`src/rtl/io_link_pkg.sv`:
```
// Shared types and helpers for the pin-side frame link: opcodes, link states and the command byte encoding.
package io_link_pkg;

  typedef enum logic [1:0] {
    OP_FETCH = 2'd0,
    OP_LOAD  = 2'd1,
    OP_STORE = 2'd2,
    OP_JUMP  = 2'd3
  } op_t;

  typedef enum logic [2:0] {
    ST_IDLE,
    ST_CMD,
    ST_ADDR,
    ST_WDATA,
    ST_RDATA,
    ST_DONE
  } link_state_t;

  localparam logic [3:0] CMD_TAG = 4'hA;

  function automatic logic [7:0] cmd_byte(input op_t op);
    return {CMD_TAG, 2'b00, op};
  endfunction

endpackage

```
`src/rtl/sync_ff.sv`:
```
// Multi-flop synchronizer for a single asynchronous level input.
module sync_ff #(
  parameter int STAGES = 2
) (
  input  logic clk,
  input  logic rst,
  input  logic d,
  output logic q
);

  logic [STAGES-1:0] sr;

  always_ff @(posedge clk or negedge rst) begin
    if (!rst) sr <= '0;
    else      sr <= {sr[STAGES-2:0], d};
  end

  assign q = sr[STAGES-1];

endmodule

```
`src/rtl/io_frame_link.sv`:
```
// Turns one bus request into a framed byte sequence on the 8-bit pins using a 4-phase strb/ack handshake.
module io_frame_link
  import io_link_pkg::*;
#(
  parameter int ACK_TIMEOUT = 255,
  parameter int SYNC_STAGES = 2
) (
  input  logic        clk,
  input  logic        rst,
  input  logic        req_valid,
  input  logic [1:0]  req_op,
  input  logic [31:0] req_addr,
  input  logic [31:0] req_wdata,
  output logic        req_ready,
  output logic [31:0] rdata,
  output logic        rvalid,
  output logic        err,
  output logic [7:0]  pin_out,
  input  logic [7:0]  pin_in,
  output logic        strb,
  input  logic        ack
);

  localparam logic [7:0] TO_LIMIT = 8'(ACK_TIMEOUT - 1);
  localparam logic       P_HI     = 1'b0;
  localparam logic       P_LO     = 1'b1;

  link_state_t state, state_next;
  logic        phase;
  logic [1:0]  byte_cnt;
  logic [7:0]  wait_cnt;
  op_t         op_q;
  logic [31:0] addr_q;
  logic [31:0] wdata_q;
  logic [31:0] cap_q;
  logic        err_q;
  logic        armed;
  logic        ack_s;
  logic        busy;
  logic        phase_done;
  logic        last_byte;
  logic        step;
  logic        timeout;

  sync_ff #(.STAGES(SYNC_STAGES)) u_ack_sync (
    .clk (clk),
    .rst (rst),
    .d   (ack),
    .q   (ack_s)
  );

  // A rise only counts once ack_s has been seen low, so a stale ack cannot complete the first strobe.
  assign busy       = (state == ST_CMD) || (state == ST_ADDR) ||
                      (state == ST_WDATA) || (state == ST_RDATA);
  assign phase_done = busy && ((phase == P_HI) ? (ack_s && armed) : !ack_s);
  assign last_byte  = (state == ST_CMD) || (byte_cnt == 2'd3);
  assign step       = phase_done && (phase == P_LO) && last_byte;
  assign timeout    = busy && !phase_done && (wait_cnt == TO_LIMIT);

  always_ff @(posedge clk or negedge rst) begin
    if (!rst) state <= ST_IDLE;
    else      state <= state_next;
  end

  always_comb begin
    state_next = state;
    unique case (state)
      ST_IDLE:  if (req_valid) state_next = ST_CMD;
      ST_CMD: begin
        if (timeout)   state_next = ST_DONE;
        else if (step) state_next = ST_ADDR;
      end
      ST_ADDR: begin
        if (timeout)   state_next = ST_DONE;
        else if (step) state_next = (op_q == OP_STORE) ? ST_WDATA :
                                    (op_q == OP_JUMP)  ? ST_DONE  : ST_RDATA;
      end
      ST_WDATA, ST_RDATA: if (timeout || step) state_next = ST_DONE;
      default:  state_next = ST_IDLE;
    endcase
  end

  always_comb begin
    req_ready = (state == ST_IDLE);
    rvalid    = (state == ST_DONE);
    err       = (state == ST_DONE) && err_q;
    strb      = busy && (phase == P_HI);
    pin_out   = '0;
    unique case (state)
      ST_CMD:   pin_out = cmd_byte(op_q);
      ST_ADDR:  pin_out = addr_q[{byte_cnt, 3'b000} +: 8];
      ST_WDATA: pin_out = wdata_q[{byte_cnt, 3'b000} +: 8];
      default:  pin_out = '0;
    endcase
  end

  // Read bytes land in cap_q and only reach rdata when the whole frame completes without timeout.
  always_ff @(posedge clk or negedge rst) begin
    if (!rst) begin
      phase    <= P_HI;
      byte_cnt <= '0;
      wait_cnt <= '0;
      op_q     <= OP_FETCH;
      addr_q   <= '0;
      wdata_q  <= '0;
      cap_q    <= '0;
      rdata    <= '0;
      err_q    <= 1'b0;
      armed    <= 1'b0;
    end else begin
      armed <= (state == ST_IDLE) ? !ack_s : (armed || !ack_s);
      if ((state == ST_IDLE) && req_valid) begin
        op_q     <= op_t'(req_op);
        addr_q   <= req_addr;
        wdata_q  <= req_wdata;
        cap_q    <= rdata;
        err_q    <= 1'b0;
        phase    <= P_HI;
        byte_cnt <= '0;
        wait_cnt <= '0;
      end else if (busy) begin
        if (timeout) begin
          err_q    <= 1'b1;
          phase    <= P_HI;
          byte_cnt <= '0;
          wait_cnt <= '0;
        end else if (phase_done) begin
          wait_cnt <= '0;
          if (phase == P_HI) begin
            phase <= P_LO;
            if (state == ST_RDATA) cap_q[{byte_cnt, 3'b000} +: 8] <= pin_in;
          end else begin
            phase    <= P_HI;
            byte_cnt <= last_byte ? 2'd0 : byte_cnt + 2'd1;
            if ((state == ST_RDATA) && last_byte) rdata <= cap_q;
          end
        end else begin
          wait_cnt <= wait_cnt + 8'd1;
        end
      end
    end
  end

endmodule

```
`config.mk`:
```
export PLATFORM = sky130hd
export DESIGN_NAME = io_frame_link
export DESIGN_NICKNAME = d
export VERILOG_FILES = /design/src/rtl/io_link_pkg.sv /design/src/rtl/sync_ff.sv /design/src/rtl/io_frame_link.sv
export SDC_FILE = /design/constraint.sdc
export NUM_CORES = 1
export LEC_CHECK = 0
export CORE_MARGIN = 2
export CORE_UTILIZATION = 57
export CTS_CLUSTER_DIAMETER = 100
export DETAILED_ROUTE_END_ITERATION = 16
export PLACE_DENSITY = 0.84
export SLEW_MARGIN = 20
export SYNTH_ARGS = -nofsm -noshare
export SYNTH_HDL_FRONTEND = slang
export SYNTH_HIERARCHICAL = 1
export SYNTH_SLANG_ARGS = --single-unit
```
`constraint.sdc`:
```
create_clock -name clk -period 3.6 [get_ports clk]
set_input_delay 0.72 -clock clk [delete_from_list [all_inputs] [get_ports clk]]
set_output_delay 0.72 -clock clk [all_outputs]
set_load 0.01 [all_outputs]
```
==> flow_metrics.py <==
metrics = {
    "critical_path": {
        "worstPathRequired_ns": 2.88,
        "critPathLaunchType": "flop",
        "path_max_fanout": 21,
        "worstSetupPathType": "reg2out",
        "r2r_slack_ns": 0.92,
        "worstPathArrival_ns": 2.73,
        "worstSetupEndpointType": "output port",
    },
    "finish": {
        "antenna_cells": 0,
        "post-route-util_pct": 74.0,
        "drive_gt1_share_pct": 13.0,
        "area_growth_pct": 26.4,
        "fin_area_um2": 8880,
        "nets": 899,
    },
    "global_routing": {
        "grt_usage_pct": 28.5,
        "antenna_found_initial": 0,
        "grt_use_met2_pct": 47.0,
        "grt_max_degree": 77,
        "grt_busiest_layer": "met2",
        "grt-ovfl-total": 0,
        "grt_pass1_vias": 5728,
        "gr-usage-met3_pct": 5.80,
        "grtUsageMet1_pct": 37.6,
        "grt_first_pass_wirelength_um": 29000,
    },
    "clock_tree": {
        "root_buffer": "clkbuf_16",
        "clk_pin_slew_ns": 0.06,
        "clock-sinks": 148,
        "insertion_delay_ns": 0.43,
        "cts-buffers-inserted": 17,
        "clk_path_buf_depth": 2,
        "h-tree-depth": 4,
        "cts_tree": "yes",
        "cts_hold_buf": 0,
        "postCtsSetupBuffers": 0,
    },
    "route": {
        "first_pass_iters": 5,
        "avgViaCountPerCell": 5.87,
        "detail_route.wirelength_um": 17800,
        "via_count": 5723,
        "drt_iter0_drc": 667,
        "postRouteAntennaNets": 0,
        "drc": 0,
        "wl_per_cell_um": 18.2,
    },
    "worst_hold_path": {
        "hp-class": "in2async",
    },
    "floorplan": {
        "start_util_pct": 58.5,
        "die_w_um": 115,
        "ios": 122,
        "die_y_um": 115,
        "core_area_um2": 12000,
        "die_area_um2": 13200,
        "rows": 40,
    },
    "pwr": {
        "irDropWorstVdd_mv": 0.514,
        "p_per_area_nw_per_um2": 739,
        "power_mw": 6.57,
        "p_leak_nw": 4.14,
    },
    "synth": {
        "ys_types": 64,
        "synth_top_area_share_pct": 52.7,
        "yosysWarningCount": 6,
        "async_flop_share_pct": 100,
        "synth_edf_count": 0,
        "synth.top_cells.by_area": "dfrtp_1, nand2_1, mux2_2",
        "ys_ff_latch": 148,
        "syn-cell-area_um2": 7030,
        "syn_area_per_cell_um2": 9.95,
        "synth_ff_type": "dfrtp_1",
        "yosysSeqAreaShare_pct": 52.7,
        "yosysTopAreaCell": "dfrtp_1",
        "syn_inst": 706,
        "synthesis.nets": 790,
    },
    "sta": {
        "worst_clock_skew_ns": 0.00843,
        "slew_headroom_pct": 27.8,
        "fin_crit_ns": 3.45,
        "worstMarginPinSlew_ns": 1.08,
        "drv_slew": 0,
        "period_share_pct": 95.9,
        "setup_viol": 0,
        "finalSetupTns_ns": 0,
        "rsz0062_at_grt": "false",
        "hold_viol": 0,
        "clock.fmax_mhz": 290,
    },
    "placement": {
        "hpwlAfterDp_um": 12200,
        "placed_cell_area_um2": 8300,
        "port_buffers": 121,
        "gp_congestion": 0.878,
    },
    "flow_run": {
        "maxCapViolCount": 0,
    },
    "status": {
        "status": "complete, no violations",
    },
}
## synthesized netlist by cell type, types with 5 or more instances
cell and number:
a21oi_1 26, o21ai_0 24, ha_1 6, nand2_1 235, a22o_1 6, buf_2 13, mux2_2 37, mux4_2 12
clkbuf_1 20, nand4_1 9, dfrtp_1 148, a211oi_1 5, buf_4 5, nand3_1 14, inv_1 9, and3_1 12
a31oi_1 14, nor2_1 25, nor3b_1 9
## worst max-delay path, stage by stage (launching register included)
cell and delay [ns]:
dfrtp_1 0.42, and3b_1 0.27, buf_4 0.30, mux2_2 0.38
a221oi_1 0.28, a211oi_1 0.15, clkdlybuf4s50_1 0.50
## cell families after synthesis
kind of cell	Yosys count	synth area share, %
AOI/OAI and AO/OA	100	9.15
DFF	148	52.7
xor gates and xnor gates	4	0.498
and+or+nand+nor	343	22.6
buffers and inverters	53	3.79
muxes	52	10.2
adders and majority gates	6	1.07
## worst paths after layout
check                                                start  depth (start not counted)                         end
worst max-delay path                  state[2]$_DFFE_PN0P_                          6                  pin_out[1]
worst min-delay path                                   rst                          1     wait_cnt[4]$_DFFE_PN0P_
max in group asynchronous                              rst                          2       addr_q[1]$_DFFE_PN0P_
worst min register to register  u_ack_sync/sr[0]$_DFF_PN0_                          0  u_ack_sync/sr[1]$_DFF_PN0_
min in group clk                u_ack_sync/sr[0]$_DFF_PN0_                          0  u_ack_sync/sr[1]$_DFF_PN0_
worst max register to register     byte_cnt[1]$_DFFE_PN0P_                          7       cap_q[29]$_DFFE_PN0P_
## state kept, by name (all words and copies together), names as in the netlist, 2 cells and up
name           cells
state              3
u_ack_sync/sr      2
wait_cnt           8
wdata_q           32
rdata             32
byte_cnt           2
cap_q             32
op_q               2
addr_q            32
## what timing repair did
action | in CTS | in global routing
resized for setup | 0 | 1
endpoints found under the hold margin | 0 | 0
setup endpoints to repair | 0 | 3
## power by group
part	total (mW)	switching [mW]	internal, mW
sequential	2.52	0.367	2.15
combinational	2.33	1.37	0.967
clock	1.72	0.673	1.04
total	6.57	2.41	4.16
## layout make-up
class | instances | area [µm²]
inverter | 9 | 33.8
multi-input combinational | 505 | 3060
fill | 836 | 3130
clock inverter | 7 | 70.1
timing repair buffer | 134 | 1320
tap | 147 | 184
sequential | 148 | 3700
clock buffer | 25 | 505
## cells in the final DEF (no fill, tap or decap), drive strengths merged, types with 14 or more instances in the layout
cell type / instances
mux2: 39
o21ai: 28
nand3: 14
clkbuf: 25
a31oi: 14
buf: 14
nor2: 26
dfrtp: 148
a21oi: 26
nand2: 235
clkdlybuf4s50: 120
## per-stage QoR
stage	worst slack, ns	std cells	hold slack, ns
after floorplan	1.17	706	0.331
after global placement	0.689	943	0.343
after detailed placement	0.627	943	0.345
after CTS	0.126	975	0.334
after global routing	0.00787	975	0.364
final	0.148	975	0.304
## per-layer routing
| metal | routed length, µm | up-vias |
|---|---|---|
| li1 | - | 2642 |
| met4 | 407 | 0 |
| met3 | 1110 | 35 |
| met2 | 8950 | 242 |
| met5 | 0 | - |
| met1 | 7300 | 2804 |
No activity file was read; power rests on OpenSTA's default activity.
